$ cat config.mk
export PLATFORM = sky130hd
export DESIGN_NAME = ccip_rd_requester
export DESIGN_NICKNAME = d
export VERILOG_FILES = /design/src/rtl/ccip_rd_requester.sv
export SDC_FILE = /design/constraint.sdc
export NUM_CORES = 1
export LEC_CHECK = 0
export ABC_AREA = 1
export BUFFER_PORTS_ARGS = -buffer_cell sky130_fd_sc_hd__buf_2
export CAP_MARGIN = 0
export CORE_AREA = 2 2 462 464
export CTS_CLUSTER_DIAMETER = 100
export DETAILED_ROUTE_END_ITERATION = 6
export DIE_AREA = 0 0 464 466
export GPL_ROUTABILITY_DRIVEN = 0
export MAX_ROUTING_LAYER = met4
export PLACE_DENSITY_LB_ADDON = 0.3
export SYNTH_ARGS = -nofsm -noshare
export SYNTH_HDL_FRONTEND = slang
export SYNTH_SLANG_ARGS = --single-unit
export TNS_END_PERCENT = 30
$ cat constraint.sdc
create_clock -name clk -period 7.1 [get_ports clk]
set_clock_uncertainty 0.2 [all_clocks]
set_input_delay 0.355 -clock clk [delete_from_list [all_inputs] [get_ports clk]]
set_output_delay 0.355 -clock clk [all_outputs]
set_load 0.01 [all_outputs]
$ cat src/rtl/ccip_rd_requester.sv
// CCI-P channel-0 read engine: issues N cache-line reads from a base address and forwards the returned lines tagged with their index.
// Optional response watchdog is compiled in with `define CCIP_RD_WATCHDOG_EN.
module ccip_rd_requester #(
    parameter int MAX_OUT   = 32,
    parameter int WD_CYCLES = 4096
) (
    input  logic         clk,
    input  logic         rst_n,
    input  logic         start,
    input  logic [41:0]  base_addr,
    input  logic [15:0]  num_lines,
    output logic         busy,
    output logic         done,
    output logic         err,
    output logic         req_valid,
    output logic [41:0]  req_addr,
    output logic [15:0]  req_mdata,
    input  logic         req_almfull,
    input  logic         rsp_valid,
    input  logic [15:0]  rsp_mdata,
    input  logic [511:0] rsp_data,
    output logic         out_valid,
    output logic [15:0]  out_idx,
    output logic [511:0] out_data
);

    typedef enum logic [1:0] {IDLE, ISSUE, DRAIN, FINISH} state_t;

    localparam logic [15:0] MAX_OUT_W = 16'(MAX_OUT);

    state_t      state;
    logic [41:0] base_q;
    logic [15:0] num_q;
    logic [15:0] issued;
    logic [15:0] received;
    logic [15:0] outstanding;

    logic        start_acc;
    logic        rsp_ok;
    logic        rsp_bad;
    logic        issue_ok;
    logic        wd_hit;
    logic [15:0] received_nxt;

    assign start_acc    = start && !busy;
    assign rsp_ok       = rsp_valid && busy && (rsp_mdata < num_q);
    assign rsp_bad      = rsp_valid && !rsp_ok;
    assign issue_ok     = (state == ISSUE) && !req_almfull &&
                          (outstanding < MAX_OUT_W) && (issued < num_q);
    assign received_nxt = received + 16'(rsp_ok);

`ifdef CCIP_RD_WATCHDOG_EN
    localparam int WD_W = $clog2(WD_CYCLES + 1);

    logic [WD_W-1:0] wd_cnt;

    // Cycles since the last sign of life from the host while reads are in flight.
    assign wd_hit = ((state == ISSUE) || (state == DRAIN)) && !rsp_ok &&
                    (outstanding != 16'd0) && (wd_cnt == WD_W'(WD_CYCLES - 1));

    always_ff @(posedge clk or negedge rst_n) begin
        if (!rst_n) begin
            wd_cnt <= '0;
        end else if (start_acc || rsp_ok || wd_hit || (outstanding == 16'd0)) begin
            wd_cnt <= '0;
        end else begin
            wd_cnt <= wd_cnt + 1'b1;
        end
    end
`else
    assign wd_hit = (WD_CYCLES < 0);
`endif

    always_ff @(posedge clk or negedge rst_n) begin
        if (!rst_n) begin
            state       <= IDLE;
            base_q      <= '0;
            num_q       <= '0;
            issued      <= '0;
            received    <= '0;
            outstanding <= '0;
            busy        <= 1'b0;
            done        <= 1'b0;
            err         <= 1'b0;
            req_valid   <= 1'b0;
            req_addr    <= '0;
            req_mdata   <= '0;
            out_valid   <= 1'b0;
            out_idx     <= '0;
            out_data    <= '0;
        end else begin
            done      <= 1'b0;
            req_valid <= issue_ok;
            out_valid <= rsp_ok;

            if (issue_ok) begin
                req_addr  <= base_q + 42'(issued);
                req_mdata <= issued;
            end

            // Forwarding path: dropped responses leave the last good line in place.
            if (rsp_ok) begin
                out_idx  <= rsp_mdata;
                out_data <= rsp_data;
            end

            if (rsp_bad || wd_hit) begin
                err <= 1'b1;
            end else if (start_acc) begin
                err <= 1'b0;
            end

            if (start_acc || wd_hit) begin
                issued      <= '0;
                received    <= '0;
                outstanding <= '0;
            end else begin
                if (issue_ok) begin
                    issued <= issued + 16'd1;
                end
                if (rsp_ok) begin
                    received <= received_nxt;
                end
                if (issue_ok && !rsp_ok) begin
                    outstanding <= outstanding + 16'd1;
                end else if (!issue_ok && rsp_ok && (outstanding != 16'd0)) begin
                    outstanding <= outstanding - 16'd1;
                end
            end

            case (state)
                IDLE: begin
                    if (start_acc) begin
                        base_q <= base_addr;
                        num_q  <= num_lines;
                        busy   <= 1'b1;
                        state  <= (num_lines == 16'd0) ? FINISH : ISSUE;
                    end
                end
                ISSUE: begin
                    if (wd_hit) begin
                        state <= FINISH;
                    end else if (issued == num_q) begin
                        state <= (received_nxt == num_q) ? FINISH : DRAIN;
                    end
                end
                DRAIN: begin
                    if (wd_hit || (received_nxt == num_q)) begin
                        state <= FINISH;
                    end
                end
                FINISH: begin
                    done  <= 1'b1;
                    busy  <= 1'b0;
                    state <= IDLE;
                end
                default: state <= IDLE;
            endcase
        end
    end

endmodule

# After elaboration in Yosys (flattened, before gate mapping)
# Cells that the tools add are included.
# W data, S select, Z words.
[totals]
reg_bits = 699
elab_cells = 74
[op_classes]
reduce_logical = 25
eq_ne = 8
magnitude_cmp = 3
n_addsub = 5
mux = 18
[ops]
columns = ["op", "n"]
rows = [
  ["$mux W16", 7],
  ["$add A42 B16 Y42", 1],
  ["$add A16 B1 Y16 const B", 2],
  ["$eq A16 B16 Y1", 2],
  ["$lt A16 B16 Y1", 2],
  ["$add A16 B1 Y16", 1],
  ["$logic_not A16 Y1", 1],
  ["$lt A16 B6 Y1 const B", 1],
  ["$reduce_bool A16 Y1", 1],
  ["$sub A16 B1 Y16 const B", 1],
  ["$logic_and A1 B1 Y1", 10],
  ["$mux W2", 4],
  ["$pmux W2 S4", 1],
  ["$reduce_bool A2 Y1", 4],
  ["$mux W1", 5],
  ["$eq A2 B2 Y1 const B", 2],
  ["$logic_not A1 Y1", 4],
  ["$ne A2 B2 Y1 const B", 2],
  ["$reduce_and A2 Y1", 2],
  ["$reduce_and A3 Y1", 1],
  ["$reduce_bool A3 Y1", 1],
  ["$eq A2 B1 Y1 const B", 1],
  ["$logic_not A2 Y1", 1],
  ["$ne A2 B1 Y1 const B", 1],
  ["$pmux W1 S2", 1],
]

# Logic depth before layout (Yosys ltp)
[depth]
ltp_word = 10
depth_mapped = 29

# Worst setup path after synthesis
# OpenSTA, ideal clock, no wires.
[synth_timing]
kind = "reg-to-reg"
startpoint = "register num_q[13]"
endpoint = "register outstanding[12]"
required_ns = 6.824
n_path_buf = 1
arrival_time_ns = 3.345
path_slack_ns = 3.479
period_less_slack_ns = 3.621
stages_incl_launch_ff = 23
cell_sequence = "dfrtp_1 inv_1 ha_1 a21oi_1 nor2_1 o21ai_0 nand2_1 nor2_1 nand2_2 inv_2 buf_2 nor2_1 inv_1 ha_1 a21oi_1 o21ai_0 a21boi_0 inv_1 a21o_1 nand2_1 nand2_1 xor2_1 o21ai_1"
[synth_between]
elab_chain_cells = 6
word_cells_on_any_way = 12
classes_between = "order compare: 2; mux: 2; reduce/logical: 8"
[synth_lines]
columns = ["element", "line_no", "source"]
rows = [
  ["start, declared", "33", "logic [15:0] num_q;"],
  ["start signal, assigned", "135", "num_q <= num_lines;"],
  ["$lt A16 B16 Y1, on equally long branches", "46, 49", ""],
  ["$logic_and A1 B1 Y1, on equally long branches", "46, 49", ""],
  ["$logic_not A1 Y1, on equally long branches", "124, 126", ""],
  ["$logic_and A1 B1 Y1, on equally long branches", "124, 126", ""],
  ["$mux W16 / $logic_and A1 B1 Y1 (equally long branches)", "124, 126", ""],
  ["$mux W16 / $reduce_bool A3 Y1 (equally long branches)", "n/a", ""],
  ["end signal, assigned", "125", "outstanding <= outstanding + 16'd1;"],
  ["end signal, assigned", "127", "outstanding <= outstanding - 16'd1;"],
  ["end, declared", "36", "logic [15:0] outstanding;"],
]
# Several ways; a longest one is shown, not always the timed one.
# A chain may end at the register's enable or synchronous reset.

# Worst setup path after layout
# Same ends and word-level chain as after synthesis.

==> flow_summary.rst <==
.. list-table::
   :header-rows: 1

   * - Metric
     - Value
   * - Outcome
     - finished clean
   * - GR Util All Layers
     - 15.8%
   * - Buffer type at the clock tree root
     - sky130_fd_sc_hd__clkbuf_16
   * - Largest voltage drop on the vdd net
     - 0.223 mV
   * - Met3 demand-to-capacity share in global routing
     - 5.01%
   * - Library cell contributing the largest single delay on the critical path
     - sky130_fd_sc_hd__inv_8
   * - Num CTS Buffers
     - 91
   * - Average wire per standard cell
     - ~21 um
   * - RSZ-0062 raised after global routing
     - false
   * - Post-CTS Resized
     - 0
   * - H-tree lvl count
     - 3
   * - Post-layout utilization of the core
     - between 20% and 30%
   * - Fraction of layout instances using a drive strength above 1
     - 25.8%
   * - Post-CTS setup-driven buffer insertion count
     - 0
   * - Tightest Pin Transition
     - 1.25 ns
   * - Leading cell type in the layout, fill and taps excluded
     - sky130_fd_sc_hd__nand2_1
   * - Dominant cell type by area after synthesis
     - sky130_fd_sc_hd__dfrtp_1
   * - Global-route wire length before repair
     - 240,000 um
   * - Worst hold-check path type
     - input pin to register
   * - Total number of yosys warnings
     - 0
   * - Depth of the most critical reg-to-reg path
     - 21
   * - Layout Area Growth over Synthesis
     - 60.1%
   * - Busiest layer in global routing
     - met2
   * - Final period utilization
     - 72.1%
   * - Clock-pin slew of the registers on the worst-case setup and hold paths
     - roughly 0.060 ns
   * - Max Fclk
     - 0.195 GHz
   * - Post-synth design cell area
     - 0.0303 mm^2
   * - Share of total power in the clock network
     - 23.6%
   * - Final critical path time including I/O delays and setup
     - 5.12 ns
   * - Die Ht
     - 466 um
   * - Floorplan core area
     - 0.211 mm^2
   * - Arrival time worst endpoint
     - 5.57 ns
   * - Via count
     - 31,917
   * - Post-Syn Area per Cell
     - 8.40 um^2
   * - Slew headroom
     - roughly 17%
   * - Cell Rows
     - roughly 170
   * - Global-route track usage on met1
     - roughly 20%
   * - Final number of setup-violating endpoints
     - 0
   * - Max_cap viols
     - 0
   * - Dominant register cell in the synthesized netlist
     - sky130_fd_sc_hd__dfrtp_1
   * - Crit Reg-Reg Startpoint
     - num_q[13]
   * - Total congestion overflow
     - 0
   * - Hold path endpoint
     - out_data[208]
   * - Starting utilization of the core area
     - 14.3%
   * - Drt initial violations
     - 2,231
   * - Routed Antenna Nets
     - 0
   * - Critical path's largest stage delay
     - 0.55 ns
   * - Kind of critical path
     - register to register
   * - Worst min-delay path startpoint
     - rsp_data[208]
   * - X dimension of the die
     - 464 um
   * - Kind of start point of the critical path
     - register
   * - Hold Violations, Final
     - 0
   * - Drt first pass iters
     - 7
   * - Critical path cell sequence
     - inv_1 -> ha_1 -> a21oi_1 -> nor2_1 -> o21ai_0 -> nand2_1 -> nor2_1 -> nand2_8 -> inv_8 -> nor2_1 -> inv_1 -> ha_1 -> a21oi_1 -> o21ai_0 -> a21boi_0 -> inv_1 -> a21o_1 -> nand2_1 -> nand2_1 -> xor2_1 -> o21ai_1
   * - Setup total negative slack
     - 0 ns
   * - WHS Path Cells
     - 3
   * - Total wire length after detailed routing
     - 172,000 um
   * - Buffers added on ports
     - 1,181
   * - Fraction of registers with async set/reset
     - 100%
   * - Critical Path Sink Type
     - register
   * - Int Power
     - 11.4 mW
   * - Sequential share of power
     - 35.4%
   * - Register-to-register path setup slack
     - 1.98 ns
   * - Critical path fanouts, max
     - 98
   * - DPL Wire Length
     - 136,000 um
   * - Flop and latch count out of synthesis
     - between 600 and 700
   * - NumNets Final
     - between 6,000 and 7,000
   * - Number of max-slew violations in the final report
     - 0
   * - Leading cell types in the layout, fill and taps excluded
     - sky130_fd_sc_hd__nand2_1, sky130_fd_sc_hd__buf_2, sky130_fd_sc_hd__dfrtp_1, sky130_fd_sc_hd__dlygate4sd3_1, sky130_fd_sc_hd__inv_1
   * - Ports placed on the boundary
     - 1,182
   * - Distinct cell type count of the synthesized netlist
     - 46
   * - Maximum number of pins on one net before global-route repair
     - approximately 180
   * - Syn_nets
     - 4,270
   * - Syn Inst Count
     - 3,608
   * - Count of flip-flops with a built-in enable after synthesis
     - 0
   * - Comb power frac
     - between 40% and 50%
   * - Number of antenna violations at the first check in global routing
     - between 90 and 100
   * - Met2 demand-to-capacity share in global routing
     - 23.7%
   * - P_leak
     - 25.4 nW
   * - Sw frac
     - 42.8%
   * - Register area share after synthesis
     - 57.7%
   * - TritonCTS clock tree
     - done
   * - Power density over the cells
     - 413 mW/mm^2
   * - Clock Sink Count
     - 699
   * - Post-synth top area share
     - 57.7%
   * - Ratio of routed vias to standard cells
     - 3.84
   * - Die footprint
     - 0.216 mm^2
   * - Main area contributors after synthesis
     - sky130_fd_sc_hd__dfrtp_1, sky130_fd_sc_hd__nand2_1, sky130_fd_sc_hd__ha_1, sky130_fd_sc_hd__inv_1, sky130_fd_sc_hd__nor2_1
   * - Switching power of the nets
     - 8.57 mW
   * - Latest clock arrival within the worst-skew pair
     - 0.72 ns
   * - Vias in the first global route
     - around 32,000
   * - Number of design rule violations left after detail routing
     - 0
   * - Critical register-to-register path endpoint
     - outstanding[12]
   * - Longest Clk Path Bufs
     - 3
   * - Worst path required time
     - 7.54 ns
==> state kept, by name, summed over array words and instances (netlist names) <==
register     cells
state            2
req_addr        42
done             1
outstanding     16
busy             1
out_idx         16
req_valid        1
err              1
req_mdata       16
out_valid        1
base_q          42
received        16
num_q           16
issued          16
out_data       512
==> layout make-up <==
cell class	count	area [um^2]
Fill cell	23241	163000
Sequential cell	699	17500
Timing Repair Buffer	1796	12100
Multi-Input combinational cell	2623	11700
Tap cell	2821	3530
Clock buffer	131	2660
Inverter	143	544
Clock inverter	31	370
Antenna cell	59	148
==> synthesized netlist by cell type (24+ instances only) <==
library cell	instances
sky130_fd_sc_hd__nand2_1	1934
sky130_fd_sc_hd__mux2_2	27
sky130_fd_sc_hd__nor2_1	136
sky130_fd_sc_hd__buf_2	73
sky130_fd_sc_hd__nor3_1	32
sky130_fd_sc_hd__a21oi_1	86
sky130_fd_sc_hd__o21ai_0	85
sky130_fd_sc_hd__nand4_1	24
sky130_fd_sc_hd__nand3_1	96
sky130_fd_sc_hd__dfrtp_1	699
sky130_fd_sc_hd__clkbuf_1	55
sky130_fd_sc_hd__ha_1	69
sky130_fd_sc_hd__inv_1	138
==> cell families (layout without fill, tap and decap cells) <==
logic type,count (synthesis),in the layout,synth area share (%)
and+or+nand+nor,2251,2251,28.9
DFF,699,699,57.7
buffers and inverters,286,2101,3.88
AOI/OAI and AO/OA,230,230,4.15
adders and majority gates,71,71,2.98
xor gates and xnor gates,44,44,1.32
muxes,27,27,1.00
other,0,59,0
==> power groups by stage <==
stage	sequential, mW	combinational, mW	clock [mW]
3_5_place_dp	7.10	8.04	0
3_3_place_gp	7.08	7.99	0
4_1_cts	7.07	8.37	4.89
2_1_floorplan	7.56	3.40	0
6_report	7.09	8.20	4.73
5_1_grt	7.31	9.11	5.04
==> layer usage <==
layer	routed length, um	share of wire, %
met5	0	0
met4	6780	3.9
met3	14500	8.4
met2	75700	44
met1	74800	44
==> worst max path at each step <==
stage	slack (ns)	to	from
finish	1.98	outstanding[12]	num_q[13]
global route	1.43	outstanding[12]	num_q[13]
CTS	1.90	outstanding[12]	num_q[13]
detailed placement	1.87	outstanding[12]	rsp_mdata[5]
global placement	1.84	outstanding[12]	rsp_mdata[13]
floorplan	3.48	outstanding[12]	num_q[13]
==> worst max-delay path: cells and delay by family, from the launching register on <==
| family | cells | cell delay (ns) |
|---|---|---|
| buffers and inverters | 4 | 1.22 |
| adders and majority gates | 2 | 0.65 |
| AOI/OAI and AO/OA | 7 | 1.29 |
| xor gates and xnor gates | 1 | 0.14 |
| DFF | 1 | 0.37 |
| and+or+nand+nor | 7 | 1.17 |
==> stage by stage <==
stage / std cells / instance area (um^2) / setup slack [ns] / power (mW) / hold slack [ns]
after floorplan: 3608 / 30300 / 3.48 / 11.0 / -0.141
after global placement: 7490 / 39400 / 1.84 / 15.1 / 0.219
after detailed placement: 7490 / 39400 / 1.87 / 15.1 / 0.227
after CTS: 8244 / 48400 / 1.90 / 20.3 / 0.0387
after global routing: 8296 / 48500 / 1.43 / 21.5 / 0.0281
final: 8303 / 48500 / 1.98 / 20.0 / 0.0883
==> timing repair <==
item / CTS / global route
endpoints found under the setup margin: 0 / 0
endpoints found under the hold margin: 716 / 0
hold buffers: 592 / 0
(Power assumes the default switching activity.)
